**src/rtl/snoop_fi_pkg.sv**
```systemverilog
`default_nettype none
// ============================================================================
//  Module   : snoop_fi_pkg
//  Purpose  : Shared definitions for the snoop fault injector: rule config
//             word field offsets, test-mode encodings, the FSM state type and
//             the CD fill-width helper.
//  Revision : 1.0 - initial multi-rule release
// ============================================================================
package snoop_fi_pkg;

  // Rule configuration word field offsets
  localparam int CFG_EN      = 0;
  localparam int CFG_ONESHOT = 1;
  localparam int CFG_TEST_LO = 2;   // [3:2]
  localparam int CFG_RESP_LO = 4;   // [8:4]
  localparam int CFG_SNF_EN  = 9;
  localparam int CFG_ADF_EN  = 10;
  localparam int CFG_SNP_LO  = 11;  // [14:11]

  // Test encodings: which response signal is held back
  localparam logic [1:0] TEST_IMM = 2'b00;
  localparam logic [1:0] TEST_CRV = 2'b01;
  localparam logic [1:0] TEST_CDV = 2'b10;
  localparam logic [1:0] TEST_CDL = 2'b11;

  typedef enum logic [2:0] {
    ST_IDLE  = 3'd0,
    ST_MATCH = 3'd1,
    ST_ISSUE = 3'd2,
    ST_DELAY = 3'd3,
    ST_HOLD  = 3'd4,
    ST_DONE  = 3'd5
  } state_t;

  // Number of 32-bit fill words needed to cover the CD data bus
  function automatic int fill_words(input int data_w);
    return data_w / 32;
  endfunction

endpackage
`default_nettype wire

```
**src/rtl/snoop_rule_match.sv**
```systemverilog
`default_nettype none
// ============================================================================
//  Module   : snoop_rule_match
//  Purpose  : Evaluates a single injection rule against a latched snoop.
//  Ports    : i_cfg   - rule config word
//             i_base  - address window base
//             i_size  - address window size
//             i_snoop - latched acsnoop
//             i_addr  - latched acaddr[31:0]
//             i_fired - sticky fired flag of this rule
//             o_match - rule matches this snoop
//  Revision : 1.0 - initial release
// ============================================================================
module snoop_rule_match
  import snoop_fi_pkg::*;
(
  input  logic [31:0] i_cfg,
  input  logic [31:0] i_base,
  input  logic [31:0] i_size,
  input  logic [3:0]  i_snoop,
  input  logic [31:0] i_addr,
  input  logic        i_fired,
  output logic        o_match
);

  logic [32:0] w_end;
  logic        w_addr_ok;
  logic        w_snp_ok;
  logic        w_unused_cfg;

  // 33-bit end address so a window ending exactly at 2^32 does not wrap
  assign w_end     = {1'b0, i_base} + {1'b0, i_size};
  assign w_addr_ok = !i_cfg[CFG_ADF_EN] ||
                     ((i_addr >= i_base) && ({1'b0, i_addr} < w_end));
  assign w_snp_ok  = !i_cfg[CFG_SNF_EN] || (i_snoop == i_cfg[CFG_SNP_LO +: 4]);
  assign o_match   = i_cfg[CFG_EN] && !(i_cfg[CFG_ONESHOT] && i_fired) &&
                     w_addr_ok && w_snp_ok;

  // Response/test/reserved fields are consumed by the top level
  assign w_unused_cfg = &{1'b0, i_cfg[31:15], i_cfg[8:2]};

endmodule
`default_nettype wire

```
**src/rtl/snoop_fault_injector.sv**
```systemverilog
`default_nettype none
// ============================================================================
//  Module   : snoop_fault_injector
//  Purpose  : Multi-rule crafted CR/CD snoop responder with a programmable
//             delay on one response signal.
//  Ports    : ace_aclk/ace_areset          - clock, async active-high reset
//             i_ac_valid/acsnoop/acaddr    - snoop handover (one-cycle pulse)
//             i_rule_cfg/base/size/delay   - per-rule configuration
//             i_fill_pattern               - CD data word (replicated)
//             i_fired_clr                  - per-rule clear of o_fired
//             i_crready/i_cdready          - response handshake ready
//             o_crvalid/o_crresp           - CR channel
//             o_cdvalid/o_cdlast/o_cddata  - CD channel (single beat)
//             o_busy/o_pass/o_done         - status
//             o_hit_rule/o_fired           - last fired rule / sticky flags
//  Revision : 1.0 - initial multi-rule release
// ============================================================================
module snoop_fault_injector
  import snoop_fi_pkg::*;
#(
  parameter int C_ACE_DATA_WIDTH = 128,
  parameter int C_ACE_ADDR_WIDTH = 44,
  parameter int NUM_RULES        = 4,
  parameter int DELAY_W          = 16,
  parameter int CYCLES_PER_UNIT  = 150,
  localparam int IDX_W           = (NUM_RULES > 1) ? $clog2(NUM_RULES) : 1
)(
  input  logic                          ace_aclk,
  input  logic                          ace_areset,
  input  logic                          i_ac_valid,
  input  logic [3:0]                    acsnoop,
  input  logic [C_ACE_ADDR_WIDTH-1:0]   acaddr,
  input  logic [32*NUM_RULES-1:0]       i_rule_cfg,
  input  logic [32*NUM_RULES-1:0]       i_rule_base,
  input  logic [32*NUM_RULES-1:0]       i_rule_size,
  input  logic [DELAY_W*NUM_RULES-1:0]  i_rule_delay,
  input  logic [31:0]                   i_fill_pattern,
  input  logic [NUM_RULES-1:0]          i_fired_clr,
  input  logic                          i_crready,
  input  logic                          i_cdready,
  output logic                          o_crvalid,
  output logic [4:0]                    o_crresp,
  output logic                          o_cdvalid,
  output logic                          o_cdlast,
  output logic [C_ACE_DATA_WIDTH-1:0]   o_cddata,
  output logic                          o_busy,
  output logic                          o_pass,
  output logic                          o_done,
  output logic [IDX_W-1:0]              o_hit_rule,
  output logic [NUM_RULES-1:0]          o_fired
);

  localparam int CNT_W  = DELAY_W + 8;
  localparam int FILL_N = fill_words(C_ACE_DATA_WIDTH);

  state_t                  r_state, w_state_nxt;
  logic [3:0]              r_snoop;
  logic [31:0]             r_addr;
  logic [NUM_RULES-1:0]    w_match;
  logic                    w_hit;
  logic [IDX_W-1:0]        w_hit_idx;
  logic [4:0]              w_hit_resp;
  logic [1:0]              w_hit_test;
  logic [1:0]              w_test_eff;
  logic [DELAY_W-1:0]      w_hit_delay;
  logic [IDX_W-1:0]        r_idx;
  logic [1:0]              r_test;
  logic                    r_has_data;
  logic [CNT_W-1:0]        r_n, r_cnt;
  logic                    r_cr_done, r_cd_done;
  logic                    r_crvalid, r_cdvalid, r_cdlast;
  logic [4:0]              r_crresp;
  logic [C_ACE_DATA_WIDTH-1:0] r_cddata;
  logic                    r_pass, r_done;
  logic [IDX_W-1:0]        r_hit_rule;
  logic [NUM_RULES-1:0]    r_fired;
  logic                    w_cr_hs, w_cd_hs, w_cr_cmp, w_cd_cmp;
  logic                    w_skip_dly, w_dly_end;
  logic                    w_set_cr, w_set_cd, w_set_last, w_pass, w_fin;
  logic                    w_unused_addr;

  assign w_unused_addr = &{1'b0, acaddr};

  // ---------------------------------------------------------------- rules
  for (genvar g = 0; g < NUM_RULES; g++) begin : g_rule
    snoop_rule_match u_match (
      .i_cfg   (i_rule_cfg[32*g +: 32]),
      .i_base  (i_rule_base[32*g +: 32]),
      .i_size  (i_rule_size[32*g +: 32]),
      .i_snoop (r_snoop),
      .i_addr  (r_addr),
      .i_fired (r_fired[g]),
      .o_match (w_match[g])
    );
  end

  // Lowest matching index wins: scan downwards so the last write is lowest
  always_comb begin
    w_hit       = 1'b0;
    w_hit_idx   = '0;
    w_hit_resp  = '0;
    w_hit_test  = '0;
    w_hit_delay = '0;
    for (int k = NUM_RULES - 1; k >= 0; k--) begin
      if (w_match[k]) begin
        w_hit       = 1'b1;
        w_hit_idx   = IDX_W'(k);
        w_hit_resp  = i_rule_cfg[32*k + CFG_RESP_LO +: 5];
        w_hit_test  = i_rule_cfg[32*k + CFG_TEST_LO +: 2];
        w_hit_delay = i_rule_delay[DELAY_W*k +: DELAY_W];
      end
    end
  end

  // Without a data phase there is nothing to delay on CD: fall back to immediate
  assign w_test_eff = (!w_hit_resp[0] && w_hit_test[1]) ? TEST_IMM : w_hit_test;

  // Handshake/completion terms
  assign w_cr_hs    = r_crvalid & i_crready;
  assign w_cd_hs    = r_cdvalid & r_cdlast & i_cdready;
  assign w_cr_cmp   = r_cr_done | w_cr_hs;
  assign w_cd_cmp   = r_cd_done | w_cd_hs;
  assign w_skip_dly = (r_n == '0) || (r_test == TEST_IMM);
  assign w_dly_end  = (r_cnt == r_n - CNT_W'(1));

  // ---------------------------------------------------------------- FSM
  always_ff @(posedge ace_aclk or posedge ace_areset) begin
    if (ace_areset) r_state <= ST_IDLE;
    else            r_state <= w_state_nxt;
  end

  always_comb begin
    w_state_nxt = r_state;
    case (r_state)
      ST_IDLE:  if (i_ac_valid) w_state_nxt = ST_MATCH;
      ST_MATCH: w_state_nxt = w_hit ? ST_ISSUE : ST_IDLE;
      ST_ISSUE: w_state_nxt = w_skip_dly ? ST_HOLD : ST_DELAY;
      ST_DELAY: if (w_dly_end) w_state_nxt = ST_HOLD;
      ST_HOLD:  if (w_cr_cmp && w_cd_cmp) w_state_nxt = ST_DONE;
      ST_DONE:  w_state_nxt = ST_IDLE;
      default:  w_state_nxt = ST_IDLE;
    endcase
  end

  // Output decode: which response signals to raise this cycle
  always_comb begin
    logic w_issue;
    logic w_dly_now;
    w_issue    = (r_state == ST_ISSUE);
    // The delayed signal rises at ISSUE when there is no delay, else at the
    // last DELAY cycle
    w_dly_now  = (w_issue && w_skip_dly) || ((r_state == ST_DELAY) && w_dly_end);
    w_set_cr   = (w_issue && (r_test != TEST_CRV)) ||
                 (w_dly_now && (r_test == TEST_CRV));
    w_set_cd   = r_has_data &&
                 ((w_issue && (r_test != TEST_CDV)) ||
                  (w_dly_now && (r_test == TEST_CDV)));
    w_set_last = r_has_data &&
                 ((w_issue && !r_test[1]) || (w_dly_now && r_test[1]));
    w_pass     = (r_state == ST_MATCH) && !w_hit;
    w_fin      = (r_state == ST_DONE);
  end

  // ---------------------------------------------------------------- datapath
  always_ff @(posedge ace_aclk or posedge ace_areset) begin
    if (ace_areset) begin
      r_snoop    <= '0;
      r_addr     <= '0;
      r_idx      <= '0;
      r_test     <= '0;
      r_has_data <= 1'b0;
      r_n        <= '0;
      r_cnt      <= '0;
      r_cr_done  <= 1'b0;
      r_cd_done  <= 1'b0;
      r_crvalid  <= 1'b0;
      r_cdvalid  <= 1'b0;
      r_cdlast   <= 1'b0;
      r_crresp   <= '0;
      r_cddata   <= '0;
      r_pass     <= 1'b0;
      r_done     <= 1'b0;
      r_hit_rule <= '0;
      r_fired    <= '0;
    end else begin
      r_pass <= w_pass;
      r_done <= w_fin;

      if ((r_state == ST_IDLE) && i_ac_valid) begin
        r_snoop <= acsnoop;
        r_addr  <= acaddr[31:0];
      end

      // Config is captured only here; later changes do not affect this response
      if ((r_state == ST_MATCH) && w_hit) begin
        r_idx      <= w_hit_idx;
        r_test     <= w_test_eff;
        r_has_data <= w_hit_resp[0];
        r_crresp   <= w_hit_resp;
        r_n        <= CNT_W'(CYCLES_PER_UNIT) * CNT_W'(w_hit_delay);
        r_cddata   <= {FILL_N{i_fill_pattern}};
        r_cr_done  <= 1'b0;
        r_cd_done  <= !w_hit_resp[0];
      end else begin
        if (w_cr_hs) r_cr_done <= 1'b1;
        if (w_cd_hs) r_cd_done <= 1'b1;
      end

      r_cnt <= (r_state == ST_DELAY) ? r_cnt + CNT_W'(1) : '0;

      if (w_fin)         r_crvalid <= 1'b0;
      else if (w_set_cr) r_crvalid <= 1'b1;
      else if (w_cr_hs)  r_crvalid <= 1'b0;

      if (w_fin)         r_cdvalid <= 1'b0;
      else if (w_set_cd) r_cdvalid <= 1'b1;
      else if (w_cd_hs)  r_cdvalid <= 1'b0;

      if (w_fin)           r_cdlast <= 1'b0;
      else if (w_set_last) r_cdlast <= 1'b1;
      else if (w_cd_hs)    r_cdlast <= 1'b0;

      if (w_fin) r_hit_rule <= r_idx;

      // A set from DONE wins over a same-cycle clear
      r_fired <= (r_fired & ~i_fired_clr) |
                 (w_fin ? (NUM_RULES'(1) << r_idx) : '0);
    end
  end

  assign o_crvalid  = r_crvalid;
  assign o_crresp   = r_crresp;
  assign o_cdvalid  = r_cdvalid;
  assign o_cdlast   = r_cdlast;
  assign o_cddata   = r_cddata;
  assign o_busy     = (r_state != ST_IDLE);
  assign o_pass     = r_pass;
  assign o_done     = r_done;
  assign o_hit_rule = r_hit_rule;
  assign o_fired    = r_fired;

endmodule
`default_nettype wire

```
**config.mk**
```make
export PLATFORM = sky130hd
export DESIGN_NAME = snoop_fault_injector
export DESIGN_NICKNAME = d
export VERILOG_FILES = /design/src/rtl/snoop_fi_pkg.sv /design/src/rtl/snoop_rule_match.sv /design/src/rtl/snoop_fault_injector.sv
export SDC_FILE = /design/constraint.sdc
export NUM_CORES = 1
export LEC_CHECK = 0
export CAP_MARGIN = 5
export CORE_AREA = 4 4 264 266
export DETAILED_ROUTE_END_ITERATION = 8
export DIE_AREA = 0 0 268 270
export PLACE_DENSITY = 0.66
export SLEW_MARGIN = 20
export SYNTH_ARGS = -nofsm -noshare
export SYNTH_HDL_FRONTEND = slang
export SYNTH_HIERARCHICAL = 1
export SYNTH_SLANG_ARGS = --single-unit
```
**constraint.sdc**
```tcl
create_clock -name ace_aclk -period 7.05 [get_ports ace_aclk]
set_input_delay 1.41 -clock ace_aclk [delete_from_list [all_inputs] [get_ports ace_aclk]]
set_output_delay 1.41 -clock ace_aclk [all_outputs]
set_load 0.005 [all_outputs]
```
==> impl_metrics.py <==
metrics = {
    "clock_tree": {
        "cts_tree": "done",
        "cts-buffers-inserted": 17,
        "clock_sinks": 140,
        "cts-root-buf": "clkbuf_16",
        "path_clk_slew_ns": 0.07,
        "clock_latency_ns": 0.47,
        "htreeDepth": 4,
        "cts.path.max_buffers": 2,
    },
    "floorplan": {
        "die_area_mm2": 0.0724,
        "num_rows": 95,
        "die_x_um": 268,
        "start_util": 0.335,
        "ioPinCount": 682,
        "die_h_um": 270,
        "core_area_mm2": 0.0670,
    },
    "power": {
        "irDropWorstVdd_v": 0.000128,
        "power.leakage_nw": 18.1,
        "p_per_area_mw_per_mm2": 141,
    },
    "layout": {
        "fin_cells": 4828,
        "drive_gt1_frac": 0.307,
        "final_cell_mix": "buf_4, clkdlybuf4s50_1, ha_1",
        "final_core_util": 0.556,
        "fin_nets": 4932,
        "layout_commonest_cell": "buf_4",
        "area_delta_synth_final_pct": 66.0,
    },
    "timing": {
        "post-route-period-util": 1.28,
        "setup_viol": 19,
        "timing.slew.headroom": 0.405,
        "rsz0062_at_grt": "true",
        "hold_ws_ns": 0.476,
        "finClkSkew_ns": 0.0184,
        "slew_viol_final": 0,
        "hold_violations": 0,
        "fin_crit_ns": 9.03,
        "setup_slack_ns": -1.98,
        "max_freq_mhz": 111,
        "tightest_slew_ns": 0.890,
    },
    "critical_path": {
        "cp_data_arrival_time_ns": 9.38,
        "cp_slowest_stage_delay_ns": 0.52,
        "end_kind": "flop",
        "critPathRequiredTime_ns": 7.40,
        "r2r_start": "r_addr[9]$_DFFE_PP0P_",
        "r2r-end": "r_n[22]$_DFFE_PP0P_",
        "ff2ff_setup_slack_ns": 0.12,
        "worstSetupPathType": "in -> reg",
        "r2r_cells": 31,
        "cp-start-kind": "input pin",
        "crit_start": "i_rule_base[78]",
        "cp_slowest_cell": "fa_1",
        "crit_path_max_fanout": 4,
    },
    "grt": {
        "grt.total_usage": 0.244,
        "overflow": 0,
        "antenna_found_initial": 25,
        "grt_max_degree": 52,
        "grt_pass1_wl_mm": 138,
        "grt_pass1_vias": 24600,
    },
    "logic_synthesis": {
        "ys_seq_area_frac": 0.156,
        "ys_seq_elements": 140,
        "yosysWarnings": 6,
        "async_flop_share": 1.00,
        "synth_cell_types": 90,
        "synth_ff_type": "dfrtp_1",
        "mappedNetlistArea_mm2": 0.0224,
        "synth_edf_count": 0,
        "syn_inst": 2759,
        "syn_nets": 3765,
        "syn_area_per_cell_um2": 8.13,
    },
    "place": {
        "dp_hpwl_mm": 76.2,
        "dp_slack_ns": -2.97,
        "port_buffers": 601,
        "place.gp.congestion": 0.962,
        "dp_cells": 4668,
    },
    "routing": {
        "vias": 24800,
        "viasPerCell": 5.14,
        "ant_nets": 0,
        "avgRoutedWirePerCell_um": 19.5,
        "drc_errors": 0,
        "firstDrtPassIters": 6,
        "finalWirelength_mm": 94.2,
        "drt_iter0_drc": 1487,
    },
    "outcome": {
        "violations": "setup timing",
        "status": "complete, but fails checks",
    },
    "worst_hold_path": {
        "holdCritStartpoint": "o_hit_rule[1]$_DFFE_PP0P_",
        "min_path_cells": 2,
        "whs_endpoint": "o_hit_rule[1]$_DFFE_PP0P_",
        "hp-class": "reg -> reg",
    },
    "flow_run": {
        "drv_cap": 0,
    },
}
power by group:
part	switching, mW	internal, mW	total, mW
Clock	0.432	0.498	0.929
Combinational	1.63	1.86	3.49
Sequential	0.0313	0.815	0.846
stage by stage:
step / total power [mW] / cell area (um^2) / TNS, ns
after floorplan: 2.46 / 23000 / -22.26
after global placement: 3.62 / 33600 / -51.39
after detailed placement: 3.65 / 33600 / -56.71
after CTS: 4.96 / 36100 / -25.51
after global routing: 5.64 / 37200 / -33.81
final: 5.27 / 37200 / -28.06
metal layers:
metal,part of all wire,vias up,routed length (um),GRT usage
met3,0.052,169,4910,0.0340
met2,0.45,788,42600,0.391
li1,-,12200,-,-
met1,0.46,11600,43600,0.336
met5,0.0011,-,101,0
met4,0.032,12,3020,0.0874
critical path, delay by kind of cell:
| family | cells | cell delay [ns] |
|---|---|---|
| xor gates and xnor gates | 2 | 0.36 |
| buffers and inverters | 6 | 0.87 |
| and+or+nand+nor | 8 | 0.91 |
| adders and majority gates | 7 | 2.23 |
| AOI/OAI and AO/OA | 20 | 3.59 |
cell families (layout without fill, tap and decap cells):
| logic type | Yosys count | count (layout) | synth area share |
|---|---|---|---|
| and+or+nand+nor | 775 | 775 | 0.170 |
| AOI/OAI and AO/OA | 760 | 760 | 0.228 |
| adders and majority gates | 469 | 469 | 0.270 |
| buffers and inverters | 384 | 1564 | 0.0809 |
| xor gates and xnor gates | 195 | 195 | 0.0761 |
| DFF | 140 | 140 | 0.156 |
| muxes | 36 | 36 | 0.0181 |
| other | 0 | 16 | 0 |
flip-flops by register name, indices dropped and copies added (netlist names), 2 cells and up:
name,flops
r_n,23
o_fired,4
r_cnt,24
o_hit_rule,2
r_idx,2
r_addr,32
r_state,3
o_cddata,32
o_crresp,5
r_test,2
r_snoop,4
cells in the mapped netlist, types with 36 or more instances:
cell type / n / area, um^2
o21ai_0: 137 / 686
nand3_1: 62 / 310
ha_1: 443 / 5540
nand4_1: 50 / 313
dfrtp_1: 140 / 3500
a21oi_1: 223 / 1120
xnor2_1: 107 / 937
clkbuf_1: 43 / 161
inv_1: 240 / 901
nand2_1: 278 / 1040
mux2_2: 36 / 405
xor2_1: 88 / 771
nor2_1: 157 / 589
buf_4: 97 / 728
a21o_1: 120 / 901
final cells by class:
type	instances	area (um^2)
fill	5951	29800
multi-input combinational	2235	19700
timing repair buffer	1292	11500
antenna	16	40.0
tap	873	1090
inverter	240	906
sequential	140	3500
clock buffer	17	425
clock inverter	15	151
worst max-delay path by stage:
stage                                endpoint  slack (ns)  depth (start not counted)
after floorplan           r_n[22]$_DFFE_PP0P_       -1.68                         41
after global placement    r_n[21]$_DFFE_PP0P_       -2.77                         40
after detailed placement  r_n[22]$_DFFE_PP0P_       -2.97                         42
after CTS                 r_n[21]$_DFFE_PP0P_       -1.75                         43
after global routing      r_n[22]$_DFFE_PP0P_       -2.28                         44
final                     r_n[22]$_DFFE_PP0P_       -1.98                         43
what timing repair did:
item	CTS	global route
gates cloned	4	0
hold buffers	0	0
setup endpoints to repair	21	21
pin swaps	249	190
setup buffers	76	45
resized for setup	436	238
(Power assumes the default switching activity.)
